### src/rtl/dispatch_queue.sv
// Bundle dispatch queue: a DEPTH-entry FIFO of issue bundles whose head lanes are
// handed out to per-lane arithmetic / load-store ports and one shared branch port.
module dispatch_queue #(
  parameter int LANES  = 2,
  parameter int DEPTH  = 4,
  parameter int DATA_W = 16,
  parameter int OPC_W  = 7,
  parameter int WBA_W  = 5
) (
  input  logic                      clock_i,
  input  logic                      reset_i,
  input  logic                      flush_i,
  input  logic                      in_valid_i,
  output logic                      in_ready_o,
  input  logic [LANES-1:0]          in_en_i,
  input  logic [2*LANES-1:0]        in_type_i,
  input  logic [LANES-1:0]          in_isWb_i,
  input  logic [WBA_W*LANES-1:0]    in_wbAddr_i,
  input  logic [OPC_W*LANES-1:0]    in_opCode_i,
  input  logic [DATA_W*LANES-1:0]   in_pOperand_i,
  input  logic [DATA_W*LANES-1:0]   in_sOperand_i,
  input  logic [2*LANES-1:0]        in_opStat_i,
  output logic [LANES-1:0]          arith_valid_o,
  input  logic [LANES-1:0]          arith_ready_i,
  output logic [LANES-1:0]          arith_isWb_o,
  output logic [WBA_W*LANES-1:0]    arith_wbAddr_o,
  output logic [OPC_W*LANES-1:0]    arith_opCode_o,
  output logic [DATA_W*LANES-1:0]   arith_pOperand_o,
  output logic [DATA_W*LANES-1:0]   arith_sOperand_o,
  output logic [LANES-1:0]          ls_valid_o,
  input  logic [LANES-1:0]          ls_ready_i,
  output logic [LANES-1:0]          ls_isWb_o,
  output logic [WBA_W*LANES-1:0]    ls_wbAddr_o,
  output logic [OPC_W*LANES-1:0]    ls_opCode_o,
  output logic [DATA_W*LANES-1:0]   ls_pOperand_o,
  output logic [DATA_W*LANES-1:0]   ls_sOperand_o,
  output logic                      br_valid_o,
  input  logic                      br_ready_i,
  output logic [OPC_W-1:0]          br_opCode_o,
  output logic [DATA_W-1:0]         br_pOperand_o,
  output logic [DATA_W-1:0]         br_sOperand_o,
  output logic [1:0]                br_opStat_o,
  output logic [((LANES > 1) ? $clog2(LANES) : 1)-1:0] br_lane_o,
  output logic [$clog2(DEPTH):0]    count_o
);

  localparam int AW  = $clog2(DEPTH);
  localparam int CW  = AW + 1;
  localparam int BLW = (LANES > 1) ? $clog2(LANES) : 1;

  // Bundle storage; data is never reset, visibility is gated by the valids.
  logic [LANES-1:0]        need_mem [DEPTH];
  logic [2*LANES-1:0]      type_mem [DEPTH];
  logic [LANES-1:0]        wb_mem   [DEPTH];
  logic [WBA_W*LANES-1:0]  wba_mem  [DEPTH];
  logic [OPC_W*LANES-1:0]  opc_mem  [DEPTH];
  logic [DATA_W*LANES-1:0] pa_mem   [DEPTH];
  logic [DATA_W*LANES-1:0] sa_mem   [DEPTH];
  logic [2*LANES-1:0]      stat_mem [DEPTH];

  logic [AW-1:0]    wr_ptr, rd_ptr;
  logic [CW-1:0]    count_q;
  logic [LANES-1:0] done_q;

  logic             nonempty, push, pop;
  logic [LANES-1:0] in_need, pend, fire;
  logic [LANES-1:0] arith_v, ls_v;
  logic             br_v;
  logic [BLW-1:0]   br_sel;

  logic [LANES-1:0]        h_need, h_wb;
  logic [2*LANES-1:0]      h_type, h_stat;
  logic [WBA_W*LANES-1:0]  h_wba;
  logic [OPC_W*LANES-1:0]  h_opc;
  logic [DATA_W*LANES-1:0] h_pa, h_sa;

  assign nonempty   = (count_q != '0);
  assign in_ready_o = (count_q != CW'(DEPTH));
  assign push       = in_valid_i & in_ready_o & ~flush_i & ~reset_i;
  assign count_o    = count_q;

  assign h_need = need_mem[rd_ptr];
  assign h_type = type_mem[rd_ptr];
  assign h_wb   = wb_mem[rd_ptr];
  assign h_wba  = wba_mem[rd_ptr];
  assign h_opc  = opc_mem[rd_ptr];
  assign h_pa   = pa_mem[rd_ptr];
  assign h_sa   = sa_mem[rd_ptr];
  assign h_stat = stat_mem[rd_ptr];

  // Disabled and nop lanes are considered done the moment they are enqueued.
  always_comb begin
    in_need = '0;
    for (int l = 0; l < LANES; l++)
      in_need[l] = in_en_i[l] & (in_type_i[2*l +: 2] != 2'd3);
  end

  assign pend = h_need & ~done_q & {LANES{nonempty}};

  always_comb begin
    arith_v = '0;
    ls_v    = '0;
    br_v    = 1'b0;
    br_sel  = '0;
    fire    = '0;
    for (int l = 0; l < LANES; l++) begin
      if (h_type[2*l +: 2] == 2'd0) arith_v[l] = pend[l];
      if (h_type[2*l +: 2] == 2'd1) ls_v[l]    = pend[l];
      if (h_type[2*l +: 2] == 2'd2 && pend[l] && !br_v) begin
        br_v   = 1'b1;
        br_sel = BLW'(l);
      end
    end
    for (int l = 0; l < LANES; l++)
      fire[l] = (arith_v[l] & arith_ready_i[l]) | (ls_v[l] & ls_ready_i[l]) |
                (br_v & br_ready_i & (br_sel == BLW'(l)));
  end

  assign pop = nonempty & (&(done_q | fire | ~h_need));

  always_comb begin
    arith_isWb_o = '0; arith_wbAddr_o = '0; arith_opCode_o = '0;
    arith_pOperand_o = '0; arith_sOperand_o = '0;
    ls_isWb_o = '0; ls_wbAddr_o = '0; ls_opCode_o = '0;
    ls_pOperand_o = '0; ls_sOperand_o = '0;
    br_opCode_o = '0; br_pOperand_o = '0; br_sOperand_o = '0; br_opStat_o = '0;
    for (int l = 0; l < LANES; l++) begin
      if (arith_v[l]) begin
        arith_isWb_o[l]                      = h_wb[l];
        arith_wbAddr_o[l*WBA_W +: WBA_W]     = h_wba[l*WBA_W +: WBA_W];
        arith_opCode_o[l*OPC_W +: OPC_W]     = h_opc[l*OPC_W +: OPC_W];
        arith_pOperand_o[l*DATA_W +: DATA_W] = h_pa[l*DATA_W +: DATA_W];
        arith_sOperand_o[l*DATA_W +: DATA_W] = h_sa[l*DATA_W +: DATA_W];
      end
      if (ls_v[l]) begin
        ls_isWb_o[l]                      = h_wb[l];
        ls_wbAddr_o[l*WBA_W +: WBA_W]     = h_wba[l*WBA_W +: WBA_W];
        ls_opCode_o[l*OPC_W +: OPC_W]     = h_opc[l*OPC_W +: OPC_W];
        ls_pOperand_o[l*DATA_W +: DATA_W] = h_pa[l*DATA_W +: DATA_W];
        ls_sOperand_o[l*DATA_W +: DATA_W] = h_sa[l*DATA_W +: DATA_W];
      end
      if (br_v && br_sel == BLW'(l)) begin
        br_opCode_o   = h_opc[l*OPC_W +: OPC_W];
        br_pOperand_o = h_pa[l*DATA_W +: DATA_W];
        br_sOperand_o = h_sa[l*DATA_W +: DATA_W];
        br_opStat_o   = h_stat[2*l +: 2];
      end
    end
  end

  assign arith_valid_o = arith_v;
  assign ls_valid_o    = ls_v;
  assign br_valid_o    = br_v;
  assign br_lane_o     = br_sel;

  always_ff @(posedge clock_i) begin
    if (reset_i || flush_i) begin
      count_q <= '0;
      wr_ptr  <= '0;
      rd_ptr  <= '0;
      done_q  <= '0;
    end else begin
      if (push) wr_ptr <= wr_ptr + 1'b1;
      if (pop) begin
        rd_ptr <= rd_ptr + 1'b1;
        done_q <= '0;
      end else begin
        done_q <= done_q | fire;
      end
      count_q <= count_q + CW'(push) - CW'(pop);
    end
  end

  always_ff @(posedge clock_i) begin
    if (push) begin
      need_mem[wr_ptr] <= in_need;
      type_mem[wr_ptr] <= in_type_i;
      wb_mem[wr_ptr]   <= in_isWb_i;
      wba_mem[wr_ptr]  <= in_wbAddr_i;
      opc_mem[wr_ptr]  <= in_opCode_i;
      pa_mem[wr_ptr]   <= in_pOperand_i;
      sa_mem[wr_ptr]   <= in_sOperand_i;
      stat_mem[wr_ptr] <= in_opStat_i;
    end
  end

endmodule

### config.mk
export PLATFORM = sky130hd
export DESIGN_NAME = dispatch_queue
export DESIGN_NICKNAME = d
export VERILOG_FILES = /design/src/rtl/dispatch_queue.sv
export SDC_FILE = /design/constraint.sdc
export NUM_CORES = 1
export LEC_CHECK = 0
export CAP_MARGIN = 20
export CORE_MARGIN = 8
export CORE_UTILIZATION = 40
export CTS_CLUSTER_DIAMETER = 200
export DETAILED_ROUTE_END_ITERATION = 8
export GPL_ROUTABILITY_DRIVEN = 0
export PLACE_DENSITY = 0.71
export SETUP_SLACK_MARGIN = 0.1
export SLEW_MARGIN = 20
export SYNTH_ARGS = -nofsm -noshare
export SYNTH_HDL_FRONTEND = slang
export SYNTH_SLANG_ARGS = --single-unit
### constraint.sdc
create_clock -name clock_i -period 13.2 [get_ports clock_i]
set_input_delay 3.96 -clock clock_i [delete_from_list [all_inputs] [get_ports clock_i]]
set_output_delay 3.96 -clock clock_i [all_outputs]
set_load 0.02 [all_outputs]
After elaboration in Yosys (flattened, before gate mapping)
Memories as Yosys holds them, arrays and structs flattened. A register that Yosys moved wholly into a read port is not among the register bits.
Index checks and enable logic that the tools add are counted.
{"block": "word_totals", "reg_bits": 9, "mem_bits_rw": 400, "input_bits": 109, "out_inout_bits": 231, "wordCells": 114, "n_memories": 8}
{"name": "pa_mem", "depth": 4, "width": 32, "rd": 1, "rd_ports_with_merged_regs": 1, "write_ports": 1, "line": "57", "rtl": "logic [DATA_W*LANES-1:0] pa_mem [DEPTH];"}
{"name": "sa_mem", "depth": 4, "width": 32, "rd": 1, "rd_ports_with_merged_regs": 1, "write_ports": 1, "line": "58", "rtl": "logic [DATA_W*LANES-1:0] sa_mem [DEPTH];"}
{"name": "opc_mem", "depth": 4, "width": 14, "rd": 1, "rd_ports_with_merged_regs": 1, "write_ports": 1, "line": "56", "rtl": "logic [OPC_W*LANES-1:0] opc_mem [DEPTH];"}
{"name": "wba_mem", "depth": 4, "width": 10, "rd": 1, "rd_ports_with_merged_regs": 1, "write_ports": 1, "line": "55", "rtl": "logic [WBA_W*LANES-1:0] wba_mem [DEPTH];"}
{"name": "stat_mem", "depth": 4, "width": 4, "rd": 1, "rd_ports_with_merged_regs": 1, "write_ports": 1, "line": "59", "rtl": "logic [2*LANES-1:0] stat_mem [DEPTH];"}
{"name": "type_mem", "depth": 4, "width": 4, "rd": 1, "rd_ports_with_merged_regs": 1, "write_ports": 1, "line": "53", "rtl": "logic [2*LANES-1:0] type_mem [DEPTH];"}
{"name": "2 more memories"}
{"block": "classes", "addsub": 4, "eq_ne": 7, "n_mux": 53, "n_bitwise": 26, "n_reduce_logical": 12}
{"op": "$mux 16", "count": 12}
{"op": "$mux 7", "count": 6}
{"op": "$mux 2", "count": 18}
{"op": "$mux 5", "count": 4}
{"op": "$and 1x1->1", "count": 13}
{"op": "$mux 1", "count": 13}
{"op": "$logic_and 1x1->1", "count": 5}
{"op": "$add 2x1->2 const B", "count": 2}
{"op": "$and 2x2->2", "count": 2}
{"op": "$eq 2x1->1 const B", "count": 2}
{"op": "$eq 2x2->1 const B", "count": 2}
{"op": "$logic_not 2->1", "count": 2}
{"op": "$ne 2x2->1 const B", "count": 2}
{"op": "$not 2->2", "count": 2}
{"op": "$or 1x1->1", "count": 4}
{"op": "$or 2x2->2", "count": 2}
{"op": "$add 3x1->3", "count": 1}
{"op": "$ne 3x3->1 const B", "count": 1}
{"op": "$not 1->1", "count": 3}
{"op": "$reduce_bool 3->1", "count": 1}
{"op": "$sub 3x1->3", "count": 1}
{"op": "$reduce_and 2->1", "count": 1}
{"op": "$reduce_or 2->1", "count": 1}
{"op": "$logic_not 1->1", "count": 1}
{"op": "$logic_or 1x1->1", "count": 1}

Logic depth before layout (Yosys ltp)
Gate-level depths: netlist (run 1).
{"block": "logic_depth", "word_depth": 17, "depth_mapped": 14, "depth_no_buf": 12}

Worst setup path before layout (run 1)
No wires, ideal clock.
{"block": "synth_path", "kind": "input port to flip-flop", "startpoint": "input flush_i", "endpoint": "memory need_mem[0][0] (enable)", "setup_time_ns": 0.470, "arrival_time_ns": 6.938, "required_ns": 12.730, "slack_ns": 5.792, "path_stages": 4, "n_path_buf": 1, "path_cell_list": "or2_2 > clkbuf_1 > nor2_1 > and2_1"}
{"block": "synth_between", "elab_chain_cells": 5}
{"item": "from (decl)", "line": "12", "rtl": "input logic flush_i,"}
{"item": "$not 1->1", "line": "79", "rtl": "assign push = in_valid_i & in_ready_o & ~flush_i & ~reset_i;"}
{"item": "$and 1x1->1 (2 in series)", "line": "79"}
{"item": "$mux 1", "line": "175", "rtl": "if (push) begin"}
{"item": "$mux 1 (not written as such)", "line": "176", "rtl": "need_mem[wr_ptr] <= in_need;"}
{"item": "to (decl)", "line": "52", "rtl": "logic [LANES-1:0] need_mem [DEPTH];"}
No other way between the ends.

==> results.md, run 1 <==
* Status: finished, final reports clean
* Vias in the first global route at between 10k and 15k
* First DRT Iteration DRCs at between 600 and 700
* Fin util at between 50% and 60%
* Sink Count at 411
* Hold Fails Final Rpt at 0
* Chip Width at roughly 220 um
* Most frequent CP cell: buf_4
* Total number of vias at between 9k and 10k
* Main flop type after synthesis: edfxtp_1
* Rel. slew slack at 28.4%
* Drt via density at between 5 and 6
* Critical setup path kind: reg2out
* Peak VDD IR at 92.3 uV
* Detailed Route WL at approximately 44 mm
* Critical Path Max Stage Delay at 0.86 ns
* Initial core utilization at 40.5%
* Buf+Inv Stages, Crit Path at 4
* Setup slack after placement at 4.25 ns
* Sequential area share after synthesis at 71.9%
* CP endpoint kind: primary output
* CTS tree: yes
* Mapped Nets at 1083
* Number of buffers inserted by post-CTS setup repair at 0
* Initial antenna violation count at 6
* Post-DP HPWL at between 20 and 30 mm
* Fin crit share at slightly above 70%
* Overflow after GRT at 0
* DR WL/cell at 23.5 um
* FFs w/ async S/R, synth at 0%
* Port bufs at 339
* Final net count at approximately 1.4k
* Static leakage at approximately 7.3 nW
* CP max FO at 54
* Setup TNS at 0 ns
* Avg Cell Area, Syn at around 18 um2
* Detail Route Antenna Nets at 0
* Die area at 49400 um2
* Worst-margin pin slew at 1.07 ns
* Clock latency on the worst-skew pair at around 0.53 ns
* Syn Std Cell Area at 17000 um2
* Die height at 222 um
* Register bit total from synthesis at 411
* RSZ-0062 raised after global routing: false
* Crit start category: flop
* Tmin final at 9.33 ns
* H-tree levels at 2
* DR pass1 iterations at 4
* Post-cts resize count at 0
* EDFF count, synth at 400
* Hold Crit Class: reg2reg
* Power density cells at 120 nW/um2
* Mapped Cells at 967
* Core area at 41900 um2
* Clock Tree Buf Depth at 3
* Reg clk slew, reported paths at approximately 0.060 ns
* Final Max Tran Viols at 0
* Final worst slack at 3.87 ns
* Final setup fails at 0
* Max-cap violations at 0
* Delay-heaviest family, CP: buffers and inverters
* FP Rows at 75
* Total track usage at between 15 and 20%
* Share of post-route cells with drive strength above 1 at 14.4%
* Distinct cells, synth at 40
* Largest net degree at the start of global routing at 55
* First-pass GRT wire length at 64.9 mm
* Highest clock rate at 0.107 GHz
* Root Driver: clkbuf_16
* Worst path cell trace: buf_4, mux4_2, buf_4, nor2b_1, and3_2, buf_4, nand2_1, o21ai_0, clkdlybuf4s50_1
* CP arrival at 5.37 ns
* Residual DRC count at 0
* CP required at 9.24 ns
* Total CTS buffers at 43
* Clock skew at 0.00816 ns
* Io pins at 340
* Layout area overhead at 31.2%
* Crit-path slowest cell: dfxtp_4
* Synth warn at 0
* # fillers at 3376
* R2R Setup Slk at 8.08 ns
* Hold Buf Count CTS at 0
cell type report:
type	count	area, um2	area share, %
Antenna cell	4	10.0	0.0449
Sequential cell	411	12200	54.9
Tap cell	539	674	3.02
Multi-Input combinational cell	482	4510	20.2
Timing Repair Buffer	354	3530	15.8
Clock inverter	18	164	0.735
Clock buffer	57	1150	5.15
Inverter	9	33.8	0.151
metrics by stage:
| step | hold WS [ns] | instance area, um2 | total power, mW | instances |
|---|---|---|---|---|
| detailed placement | 0.487 | 21000 | 1.59 | 1794 |
| global route | 0.527 | 22300 | 2.76 | 1871 |
| finish | 0.499 | 22300 | 2.68 | 1874 |
| floorplan | 0.452 | 17000 | 1.52 | 967 |
| CTS | 0.498 | 22300 | 2.71 | 1869 |
| global placement | 0.485 | 21000 | 1.58 | 1794 |
final timing paths:
kind / start / endpoint / depth (start not counted)
max: flop / br_sOperand_o[5] / 9
max reg2reg: flop / count_o[2] / 14
min reg2reg: done_q[1] / done_q[1] / 2
min: done_q[1] / done_q[1] / 2
registers in the layout, indices dropped and copies added, names as in the netlist, 3 cells and up, named ones only:
| signal | cells |
|---|---|
| sa_mem | 128 |
| type_mem | 16 |
| opc_mem | 56 |
| pa_mem | 128 |
| count_o | 3 |
| stat_mem | 16 |
| wb_mem | 8 |
| need_mem | 8 |
| wba_mem | 40 |
routing by layer:
metal / wire, um / track usage [%] / up-vias
met5: 42 / 0 / -
met4: 675 / 3.74 / 6
met3: 3310 / 4.98 / 59
met2: 21900 / 29.1 / 327
met1: 18000 / 21.7 / 5001
li1: - / - / 4445
logic make-up after synthesis:
group | share of synthesized area [%]
flops | 71.9
buf+inv | 1.77
mux | 13.5
compound gates | 1.91
simple gates | 10.2
fa+ha+maj | 0.559
xor+xnor | 0.155
cells in the mapped netlist (all sizes together), types with 6 or more instances:
cell / count / area [um2]
o21ai: 43 / 215
and2: 55 / 347
nor2b: 49 / 307
inv: 9 / 33.8
and3: 92 / 576
buf: 18 / 91.3
mux4: 101 / 2270
edfxtp: 400 / 12000
nor2: 11 / 41.3
clkbuf: 47 / 176
ha: 6 / 75.1
dfxtp: 11 / 220
nand2: 88 / 330
worst min-delay path, cell delays in order, from the launching register on:
cell	delay [ns]
dfxtp_1	0.32
inv_1	0.06
a311oi_1	0.07
where the power goes:
part | switching, mW | total [mW] | internal, mW
combinational | 0.0564 | 0.110 | 0.0531
clock | 0.465 | 1.12 | 0.654
sequential | 0.00356 | 1.45 | 1.45
total | 0.525 | 2.68 | 2.15
cells in the final DEF (no fill, tap or decap), types with 4 or more instances in the layout:
cell type,instances
edfxtp_1,400
clkdlybuf4s50_1,339
mux4_2,101
and3_1,91
nand2_1,88
and2_1,50
nor2b_1,49
clkbuf_16,44
o21ai_0,39
buf_4,14
clkbuf_1,13
nor2_1,10
inv_1,9
dfxtp_1,9
ha_1,6
and2_4,5
clkinv_1,5
clkinv_2,5
diode_2,4
nand2b_1,4
o21ai_1,4
Power figures use the tool's default switching activity.
==> run 2, diff against run 1 <==
clock period = 9.6 ns   (was 13.2 ns; I/O delays follow)
==> results.md, run 2 (synthesized netlist as in run 1, its figures left out) <==
* Status: finished, final reports clean
* Highest clock rate at 0.138 GHz
* Core area at 41900 um2 (unchanged)
* CTS tree: yes
* Initial antenna violation count at 7 (+1)
* Drt via density at 5.30 (+0.94%)
* # fillers at 3329 (-1.4%)
* Rel. slew slack at 26.3% (-2.2 points)
* Root Driver: clkbuf_16
* Port bufs at 339 (unchanged)
* Die height at 222 um (unchanged)
* CP max FO at 47 (-13%)
* Initial core utilization at 40.5% (unchanged)
* Crit start category: flop
* Layout area overhead at 30.8%
* Net Switching at 0.715 mW (+36%)
* Final Max Tran Viols at 0 (unchanged)
* CP required at 6.72 ns (-2.52 ns)
* RSZ-0062 raised after global routing: false
* Die area at 49400 um2 (unchanged)
* Clock Tree Buf Depth at 3 (unchanged)
* Total number of vias at 9920 (+0.83%)
* Tmin final at 7.24 ns
* Clk pwr share at 40.8% (-1.0 points)
* Detail Route Antenna Nets at 0 (unchanged)
* Worst-margin pin slew at 1.10 ns (+0.0298 ns)
* Reg clk slew, reported paths at 0.06 ns (about the same)
* First-pass GRT wire length at 65.8 mm (+1.4%)
* Peak VDD IR at 126 uV (+37%)
* First DRT Iteration DRCs at 787 (+20%)
* DR WL/cell at 23.6 um (+0.46%)
* Number of buffers inserted by post-CTS setup repair at 0 (unchanged)
* Io pins at 340 (unchanged)
* Hold slack at 0.503 ns (+0.00399 ns)
* CP endpoint kind: primary output
* Final net count at 1419 (+0.14%)
* Chip Width at 222 um (unchanged)
* Post-DP HPWL at 28.7 mm (-0.28%)
* Sink Count at 411 (unchanged)
* Final setup fails at 0 (unchanged)
* Critical setup path kind: reg2out
* Setup TNS at 0 ns (unchanged)
* Hold Crit Class: reg2reg
* Total track usage at 17.3% (+0.14 points)
* Clock skew at 0.0125 ns (+0.00438 ns)
* Most common cell after layout, fill and taps aside: edfxtp_1
* Power density cells at 163 nW/um2 (+36%)
* Post-cts resize count at 0 (unchanged)
* Overflow after GRT at 0 (unchanged)
* Register area at 12200 um2 (unchanged)
* Static leakage at 7.25 nW (-0.30%)
* FP Rows at 75 (unchanged)
* Hold Fails Final Rpt at 0 (unchanged)
* Clock latency on the worst-skew pair at 0.53 ns (about the same)
* Hold Buf Count CTS at 0 (unchanged)
* Detailed Route WL at 44.2 mm (+0.35%)
* Internal power at 2.91 mW (+35%)
* H-tree levels at 2 (unchanged)
* CP arrival at 4.36 ns (-1.01 ns)
* Total CTS buffers at 43 (unchanged)
* Max-cap violations at 0 (unchanged)
* Vias in the first global route at 10.5k (+2.6%)
* DR pass1 iterations at 5 (+1)
* Sw Ratio at 19.7% (+0.14 points)
* Share of post-route cells with drive strength above 1 at 14.4% (about the same)
* Comb power frac at 4.1% (about the same)
* Biggest regs: pa_mem x128, sa_mem x128, opc_mem x56
* Sequential share of power at 55.0% (+0.9 points)
* Multi-input gate area at 4510 um2 (unchanged)
* Most frequent cells in the layout: 400 x edfxtp_1, 339 x clkdlybuf4s50_1, 101 x mux4_2, 91 x and3_1, 88 x nand2_1
* Largest net degree at the start of global routing at 58 (+5.5%)
* Residual DRC count at 0 (unchanged)
* Fin crit share at between 70 and 80%
-- run 2: cell types whose count changed in the layout (fill, tap and decap cells not counted) --
cell	previous run	this run
clkinv_8	1	0
clkinv_4	3	1
clkbuf_16	44	43
buf_4	14	15
buf_16	1	0
clkinv_1	5	7
bufinv_16	2	1
clkinv_2	5	8
clkbuf_1	13	10
diode_2	4	3
buf_8	0	2
-- run 2: path summary, 6_finish.rpt --
kind	to	slack (ns)	depth (start not counted)	start
worst min register to register	wr_ptr[1]	0.50	2	wr_ptr[1]
worst max-delay path	ls_sOperand_o[21]	2.36	5	flop
worst min-delay path	wr_ptr[1]	0.50	2	wr_ptr[1]
worst max register to register	count_o[2]	5.29	12	flop
-- run 2: per-layer routing --
| layer | GRT usage, % | share of wire, % |
|---|---|---|
| met4 | 3.59 | 1.5 |
| met2 | 29.5 | 50 |
| met5 | 0 | 0.093 |
| met1 | 21.7 | 41 |
| met3 | 5.19 | 7.8 |
-- run 2: cell type report --
cell class / count / area share, %
Tap cell: 539 / 3.03
Multi-Input combinational cell: 482 / 20.3
Timing Repair Buffer: 356 / 15.9
Antenna cell: 3 / 0.0338
Clock buffer: 53 / 5.01
Clock inverter: 19 / 0.551
Sequential cell: 411 / 55.0
Inverter: 9 / 0.152
-- run 2: metrics by stage --
step                      power, mW  util [%]  cells  instance area, um2  setup slack, ns
after floorplan                2.09         -    967               17000             3.27
after global placement         2.18      50.0   1795               21000             2.50
after detailed placement       2.18      50.0   1795               21000             2.49
after CTS                      3.66      52.9   1867               22200             1.92
after global routing           3.74      53.0   1870               22200             2.04
final                          3.62      53.0   1872               22200             2.36
-- run 2: power groups by stage --
stage / clock network (mW) / registers (mW) / logic (mW)
5_1_grt: 1.59 / 1.99 / 0.160
3_3_place_gp: 0 / 2.03 / 0.146
3_5_place_dp: 0 / 2.03 / 0.149
2_1_floorplan: 0 / 2.03 / 0.0543
4_1_cts: 1.52 / 1.99 / 0.150
6_report: 1.48 / 1.99 / 0.149
-- run 2: critical path, stage by stage, from the launching register on --
cell and delay (ns):
dfxtp_4 0.58, buf_4 0.72, mux4_2 0.69, nor2_4 0.87
and3_1 0.30, clkdlybuf4s50_1 0.63
